==> src/rtl/johnson_pkg.sv <==
// Shared definitions for the Johnson-code monitor: FSM states, index width
// derivation and the canonical index -> code mapping.
package johnson_pkg;

  typedef enum logic [1:0] {
    ACQ   = 2'd0,
    TRACK = 2'd1,
    FAULT = 2'd2
  } state_e;

  localparam int JW_MAX = 64;

  function automatic int idxw(input int w);
    return $clog2(2 * w);
  endfunction

  // Index k < w has its low k bits set; k >= w has its high 2w-k bits set.
  function automatic logic [JW_MAX-1:0] johnson_code(input int idx, input int w);
    logic [JW_MAX-1:0] c;
    c = '0;
    for (int i = 0; i < JW_MAX; i++) begin
      if (i < w) c[i] = (idx < w) ? (i < idx) : (i >= idx - w);
    end
    return c;
  endfunction

endpackage

==> src/rtl/johnson_code_decode.sv <==
// Combinational Johnson decoder: flags whether the code is one of the 2*WIDTH
// legal patterns and returns its index.
module johnson_code_decode
  import johnson_pkg::*;
#(
  parameter  int WIDTH = 4,
  localparam int IDXW  = idxw(WIDTH)
) (
  input  logic [WIDTH-1:0] code_i,
  output logic             legal_o,
  output logic [IDXW-1:0]  idx_o
);

  always_comb begin
    legal_o = 1'b0;
    idx_o   = '0;
    for (int k = 0; k < 2 * WIDTH; k++) begin
      if (JW_MAX'(code_i) == johnson_code(k, WIDTH)) begin
        legal_o = 1'b1;
        idx_o   = IDXW'(k);
      end
    end
  end

endmodule

==> src/rtl/johnson_monitor.sv <==
// Johnson-code bus checker and binary converter with direction, wrap and error
// tracking. Optional hold/stall detection is enabled with STALL_DETECT_EN.
module johnson_monitor
  import johnson_pkg::*;
#(
  parameter  int WIDTH        = 4,
  parameter  int CNT_W        = 8,
  parameter  int STALL_CYCLES = 16,
  localparam int IDXW         = idxw(WIDTH)
) (
  input  logic             clk,
  input  logic             reset,
  input  logic [WIDTH-1:0] code,
  output logic [IDXW-1:0]  value,
  output logic             legal,
  output logic             dir_up,
  output logic             dir_down,
  output logic             wrap,
  output logic             step_err,
`ifdef STALL_DETECT_EN
  output logic             stall,
`endif
  output logic [CNT_W-1:0] err_cnt
);

  localparam logic [IDXW-1:0] LAST_IDX = IDXW'(2 * WIDTH - 1);

  if (WIDTH < 2 || STALL_CYCLES < 1) begin : g_bad_param
    $error("johnson_monitor: WIDTH must be >= 2 and STALL_CYCLES >= 1");
  end

  logic            dec_legal;
  logic [IDXW-1:0] dec_idx;

  johnson_code_decode #(.WIDTH(WIDTH)) u_decode (
    .code_i  (code),
    .legal_o (dec_legal),
    .idx_o   (dec_idx)
  );

  state_e          state_q, state_d;
  logic [IDXW-1:0] prev_q, prev_d;
  logic            legal_q, legal_d;
  logic            up_q, up_d;
  logic            dn_q, dn_d;
  logic            wrap_q, wrap_d;
  logic            err_q, err_d;
  logic [CNT_W-1:0] cnt_q, cnt_d;
  logic [IDXW-1:0] idx_up, idx_dn;

  assign idx_up = (prev_q == LAST_IDX) ? '0 : prev_q + IDXW'(1);
  assign idx_dn = (prev_q == '0) ? LAST_IDX : prev_q - IDXW'(1);

  always_comb begin
    state_d = state_q;
    prev_d  = prev_q;
    legal_d = dec_legal;
    up_d    = 1'b0;
    dn_d    = 1'b0;
    wrap_d  = 1'b0;
    err_d   = 1'b0;
    case (state_q)
      TRACK: begin
        if (dec_legal) begin
          prev_d = dec_idx;
          if (dec_idx != prev_q) begin
            if (dec_idx == idx_up) begin
              up_d   = 1'b1;
              wrap_d = (prev_q == LAST_IDX);
            end else if (dec_idx == idx_dn) begin
              dn_d   = 1'b1;
              wrap_d = (prev_q == '0);
            end else begin
              err_d = 1'b1;
            end
          end
        end else begin
          err_d   = 1'b1;
          state_d = FAULT;
        end
      end
      // ACQ and FAULT both (re)acquire on the first legal code without a step pulse.
      ACQ, FAULT: begin
        if (dec_legal) begin
          state_d = TRACK;
          prev_d  = dec_idx;
        end else begin
          err_d = 1'b1;
        end
      end
      default: state_d = ACQ;
    endcase
  end

  assign cnt_d = (err_d && cnt_q != '1) ? cnt_q + CNT_W'(1) : cnt_q;

  always_ff @(posedge clk) begin
    if (reset) begin
      state_q <= ACQ;
      prev_q  <= '0;
      legal_q <= 1'b0;
      up_q    <= 1'b0;
      dn_q    <= 1'b0;
      wrap_q  <= 1'b0;
      err_q   <= 1'b0;
      cnt_q   <= '0;
    end else begin
      state_q <= state_d;
      prev_q  <= prev_d;
      legal_q <= legal_d;
      up_q    <= up_d;
      dn_q    <= dn_d;
      wrap_q  <= wrap_d;
      err_q   <= err_d;
      cnt_q   <= cnt_d;
    end
  end

  assign value    = prev_q;
  assign legal    = legal_q;
  assign dir_up   = up_q;
  assign dir_down = dn_q;
  assign wrap     = wrap_q;
  assign step_err = err_q;
  assign err_cnt  = cnt_q;

`ifdef STALL_DETECT_EN
  localparam int              HW       = $clog2(STALL_CYCLES + 1);
  localparam logic [HW-1:0]   HOLD_SAT = HW'(STALL_CYCLES - 1);

  logic          hold_c;
  logic [HW-1:0] hold_q, hold_d;
  logic          stall_q;

  // Counter saturates at the threshold; it only needs to know "reached".
  assign hold_c = (state_q == TRACK) && dec_legal && (dec_idx == prev_q);
  assign hold_d = !hold_c ? '0 : (hold_q == HOLD_SAT) ? hold_q : hold_q + HW'(1);

  always_ff @(posedge clk) begin
    if (reset) begin
      hold_q  <= '0;
      stall_q <= 1'b0;
    end else begin
      hold_q  <= hold_d;
      stall_q <= (hold_d >= HOLD_SAT);
    end
  end

  assign stall = stall_q;
`endif

endmodule

==> config.mk <==
export PLATFORM = sky130hd
export DESIGN_NAME = johnson_monitor
export DESIGN_NICKNAME = d
export VERILOG_FILES = /design/src/rtl/johnson_pkg.sv /design/src/rtl/johnson_code_decode.sv /design/src/rtl/johnson_monitor.sv
export SDC_FILE = /design/constraint.sdc
export NUM_CORES = 1
export LEC_CHECK = 0
export BUFFER_PORTS_ARGS = -buffer_cell sky130_fd_sc_hd__buf_4
export CAP_MARGIN = 20
export CORE_MARGIN = 2
export CORE_UTILIZATION = 55
export DETAILED_ROUTE_END_ITERATION = 6
export PLACE_DENSITY = 0.78
export SETUP_SLACK_MARGIN = 0.02
export SLEW_MARGIN = 5
export SYNTH_ARGS = -nofsm -noshare
export SYNTH_HDL_FRONTEND = slang
export SYNTH_SLANG_ARGS = --single-unit
==> constraint.sdc <==
create_clock -name clk -period 5.45 [get_ports clk]
set_input_delay 1.09 -clock clk [delete_from_list [all_inputs] [get_ports clk]]
set_output_delay 1.09 -clock clk [all_outputs]
set_load 0.1 [all_outputs]
==> results.json <==
{
  "gp_congestion": 0.867,
  "synth_xor_xnor_area_share_pct": 2.62,
  "finalNetCount": 191,
  "pwr-share-seq_pct": 42.5,
  "antenna_found_initial": 0,
  "hpwl_mm": 2.23,
  "skew_ns": 0.00159,
  "drtPass1Iterations": 4,
  "drive_above_1_share_pct": 16.3,
  "hold_buffers": 0,
  "critPathCaptureType": "flip-flop",
  "cp-start-kind": "flip-flop",
  "worstSetupPathType": "reg -> reg",
  "insertion_delay_ns": 0.28,
  "report.final.slew_viol_count": 0,
  "start_util_pct": 59.2,
  "drtAntennaViolNets": 0,
  "via_count": 1244,
  "internal_power_uw": 205,
  "fp.dieW_um": 53.3,
  "fillers": 204,
  "vias_per_cell": 6.04,
  "synth_top_family_by_area": "simple AND/OR/NAND/NOR gates",
  "p_total_uw": 345,
  "die_y_um": 53.3,
  "yosys-top-cells-area": "dfxtp_1 27%, nor2_1 6.7%, ha_1 4.7%",
  "ys_warn_count": 0,
  "grt_pass1_vias": 1090,
  "dpl_cell_area_mm2": 0.00147,
  "cts_num_sinks": 18,
  "ys_ff_latch": 18,
  "rows": 17,
  "track_usage_pct": 23.3,
  "timing.setup.tns_ns": 0,
  "power_switching_uw": 140,
  "drt_iter0_drc": 32,
  "crit_arrival_ns": 3.55,
  "crit_slowest_cell": "dfxtp_1",
  "multi_input_comb_area_um2": 895,
  "ir_drop_v": 0.000296,
  "clk_pin_slew_worst_paths_ns": 0.09,
  "worst_pin_slew_ns": 0.577,
  "synth_edf_count": 0,
  "cellPowerDensity_mw_per_mm2": 232,
  "synth.distinct_cells": 52,
  "grt_max_degree": 21,
  "clock_power_share_pct": 18.3,
  "wl_per_cell_um": 14.1,
  "synthMuxAreaShare_pct": 4.78,
  "holdCritStartpoint": "state_q[0]",
  "crit_chain": "inv_1 > ha_1 > nor4bb_1 > o21a_1 > o311a_1 > o31ai_4 > o211ai_4 > a21oi_4 > and3_1 > mux2_1",
  "ys_seq_area_share_pct": 27.0,
  "synth-compound-area-share_pct": 21.5,
  "finalSetupViolCount": 0,
  "post_cts_buffers": 0,
  "cts-root-buf": "clkbuf_4",
  "p_leak_uw": 0.000625,
  "wl_mm": 2.90,
  "max-slew-margin-rel_pct": 61.5,
  "grt_pass1_wl_mm": 4.87,
  "p_sw_share_pct": 40.7,
  "reg2reg_from": "value[0]",
  "synth_top_area_share_pct": 27.0,
  "crit_required_ns": 5.63,
  "post-route-period-util_pct": 61.9,
  "crit_path_start": "value[0]",
  "synth_ff_type": "dfxtp_1",
  "hold_viol_final": 0,
  "syn-mean-instance-area_um2": 8.09,
  "rsz0062_at_grt": "no",
  "numPortBuffers": 21,
  "grt_overflow": 0,
  "htreeDepth": 1,
  "period_needed_ns": 3.37,
  "synth_area_mm2": 0.00134,
  "synth_top_area_cell": "dfxtp_1",
  "hp-class": "reg -> reg",
  "fin_area_mm2": 0.00149,
  "synthAdderAreaFrac_pct": 4.69,
  "cts-resized-gates": 0,
  "cts_tree": "done",
  "cap_violations": 0,
  "core_area_mm2": 0.00225,
  "die_area_mm2": 0.00284,
  "combPwrFrac_pct": 39.2,
  "io_pins": 22,
  "path_max_fanout": 12,
  "syn_inst": 165,
  "cpPeakStageDelay_ns": 0.59,
  "ys_async_sr_fraction_pct": 0,
  "yosys.area_share.simple_pct": 33.5,
  "seq_area_um2": 360,
  "holdWs_ns": 0.553,
  "fmax_mhz": 297,
  "drc_errors": 0,
  "synth.net_count": 176,
  "syn_to_final_growth_pct": 11.5,
  "n_antenna_cell": 0,
  "cts_made_buffers": 3,
  "status": "completed",
  "cts_buffer_depth": 2
}
[metal layers]
layer / share of wire [%] / global-route usage, % / vias up
met5: 0 / 0 / -
met4: 0.41 / 3.85 / 0
met3: 6.1 / 5.08 / 2
met2: 49 / 37.2 / 39
met1: 44 / 32.2 / 581
li1: - / - / 622
[cells by family (layout without fill, tap and decap cells)]
group,count (synthesis),count (layout)
and+or+nand+nor,80,80
muxes,6,6
xor gates and xnor gates,4,4
adders and majority gates,5,5
buffers and inverters,16,29
AOI/OAI and AO/OA,36,36
DFF,18,18
[sequential cells by signal, indices dropped and copies added (netlist names)]
signal    cells
err_cnt       8
value         3
state_q       2
dir_down      1
dir_up        1
legal         1
step_err      1
wrap          1
[synth_stat cells (all sizes together), types with 2 or more instances]
| library cell | number |
|---|---|
| nor2 | 24 |
| dfxtp | 18 |
| nand2 | 11 |
| nor2b | 10 |
| buf | 8 |
| a21oi | 6 |
| and3 | 5 |
| ha | 5 |
| inv | 5 |
| nand2b | 5 |
| o21ai | 4 |
| o22ai | 4 |
| a211oi | 3 |
| a31oi | 3 |
| and2 | 3 |
| clkbuf | 3 |
| mux2 | 3 |
| mux2i | 3 |
| nand4 | 3 |
| nor3 | 3 |
| nor4b | 3 |
| nor4bb | 3 |
| o211ai | 3 |
| a21boi | 2 |
| a221oi | 2 |
| a31o | 2 |
| and4 | 2 |
| nand3 | 2 |
| xnor2 | 2 |
| xor2 | 2 |
[per-stage QoR]
step	instances	util, %	setup WS (ns)
2_1_floorplan	165	-	1.63
3_3_place_gp	203	65.0	2.07
3_5_place_dp	203	65.0	1.97
4_1_cts	206	66.0	2.11
5_1_grt	206	66.0	1.80
6_report	206	66.0	2.08
[layout by cell type, fill, tap and decap left out, types with 2 or more instances in the layout]
| cell type | Yosys | final |
|---|---|---|
| xnor2_1 | 2 | 2 |
| and2_1 | 3 | 3 |
| buf_4 | 2 | 21 |
| o21ai_0 | 2 | 2 |
| nand2b_1 | 5 | 5 |
| o21ai_1 | 2 | 2 |
| and3_1 | 5 | 5 |
| xor2_1 | 2 | 2 |
| nor3_1 | 3 | 3 |
| a221oi_1 | 2 | 2 |
| nor4b_1 | 3 | 3 |
| dfxtp_1 | 18 | 18 |
| nor2_1 | 24 | 24 |
| nor2b_1 | 10 | 10 |
| ha_1 | 5 | 5 |
| nand2_1 | 11 | 11 |
| a211oi_1 | 3 | 3 |
| a21oi_1 | 5 | 5 |
| mux2_1 | 3 | 3 |
| nand3_1 | 2 | 2 |
| clkbuf_4 | 0 | 3 |
| nor4bb_1 | 3 | 3 |
| nand4_1 | 3 | 3 |
| o22ai_1 | 4 | 4 |
| o211ai_1 | 2 | 2 |
| mux2i_1 | 3 | 3 |
| inv_1 | 5 | 5 |
| a31oi_1 | 3 | 3 |
[area by class of cell]
class / count / area share, %
inverter: 5 / 1.26
clock buffer: 3 / 1.51
tap: 28 / 2.35
multi-input combinational: 131 / 60.1
timing repair buffer: 21 / 10.6
sequential: 18 / 24.2
[power by group through the flow]
| stage | clock network, uW | logic (uW) | registers, uW |
|---|---|---|---|
| after detailed placement | 0 | 135 | 149 |
| after floorplan | 0 | 70.5 | 190 |
| final | 63.0 | 135 | 147 |
| after global routing | 71.1 | 145 | 148 |
| after CTS | 65.4 | 135 | 147 |
| after global placement | 0 | 132 | 149 |
[worst paths after layout]
path	depth (start not counted)	endpoint	slack [ns]
setup / recovery	10	err_cnt[5]	2.08
hold / removal	2	state_q[1]	0.55
setup reg to reg	10	err_cnt[5]	2.08
hold reg to reg	2	state_q[1]	0.55
[critical path: cells and delay by family (launching register included)]
kind / cells / cell delay [ns]
AO/OA/AOI/OAI: 5 / 1.33
flip-flops: 1 / 0.59
adder cells (fa/ha/maj): 1 / 0.45
AND/OR/NAND/NOR: 2 / 0.40
multiplexers: 1 / 0.31
buffers and inverters: 1 / 0.17
No activity file was read; power rests on OpenSTA's default activity.
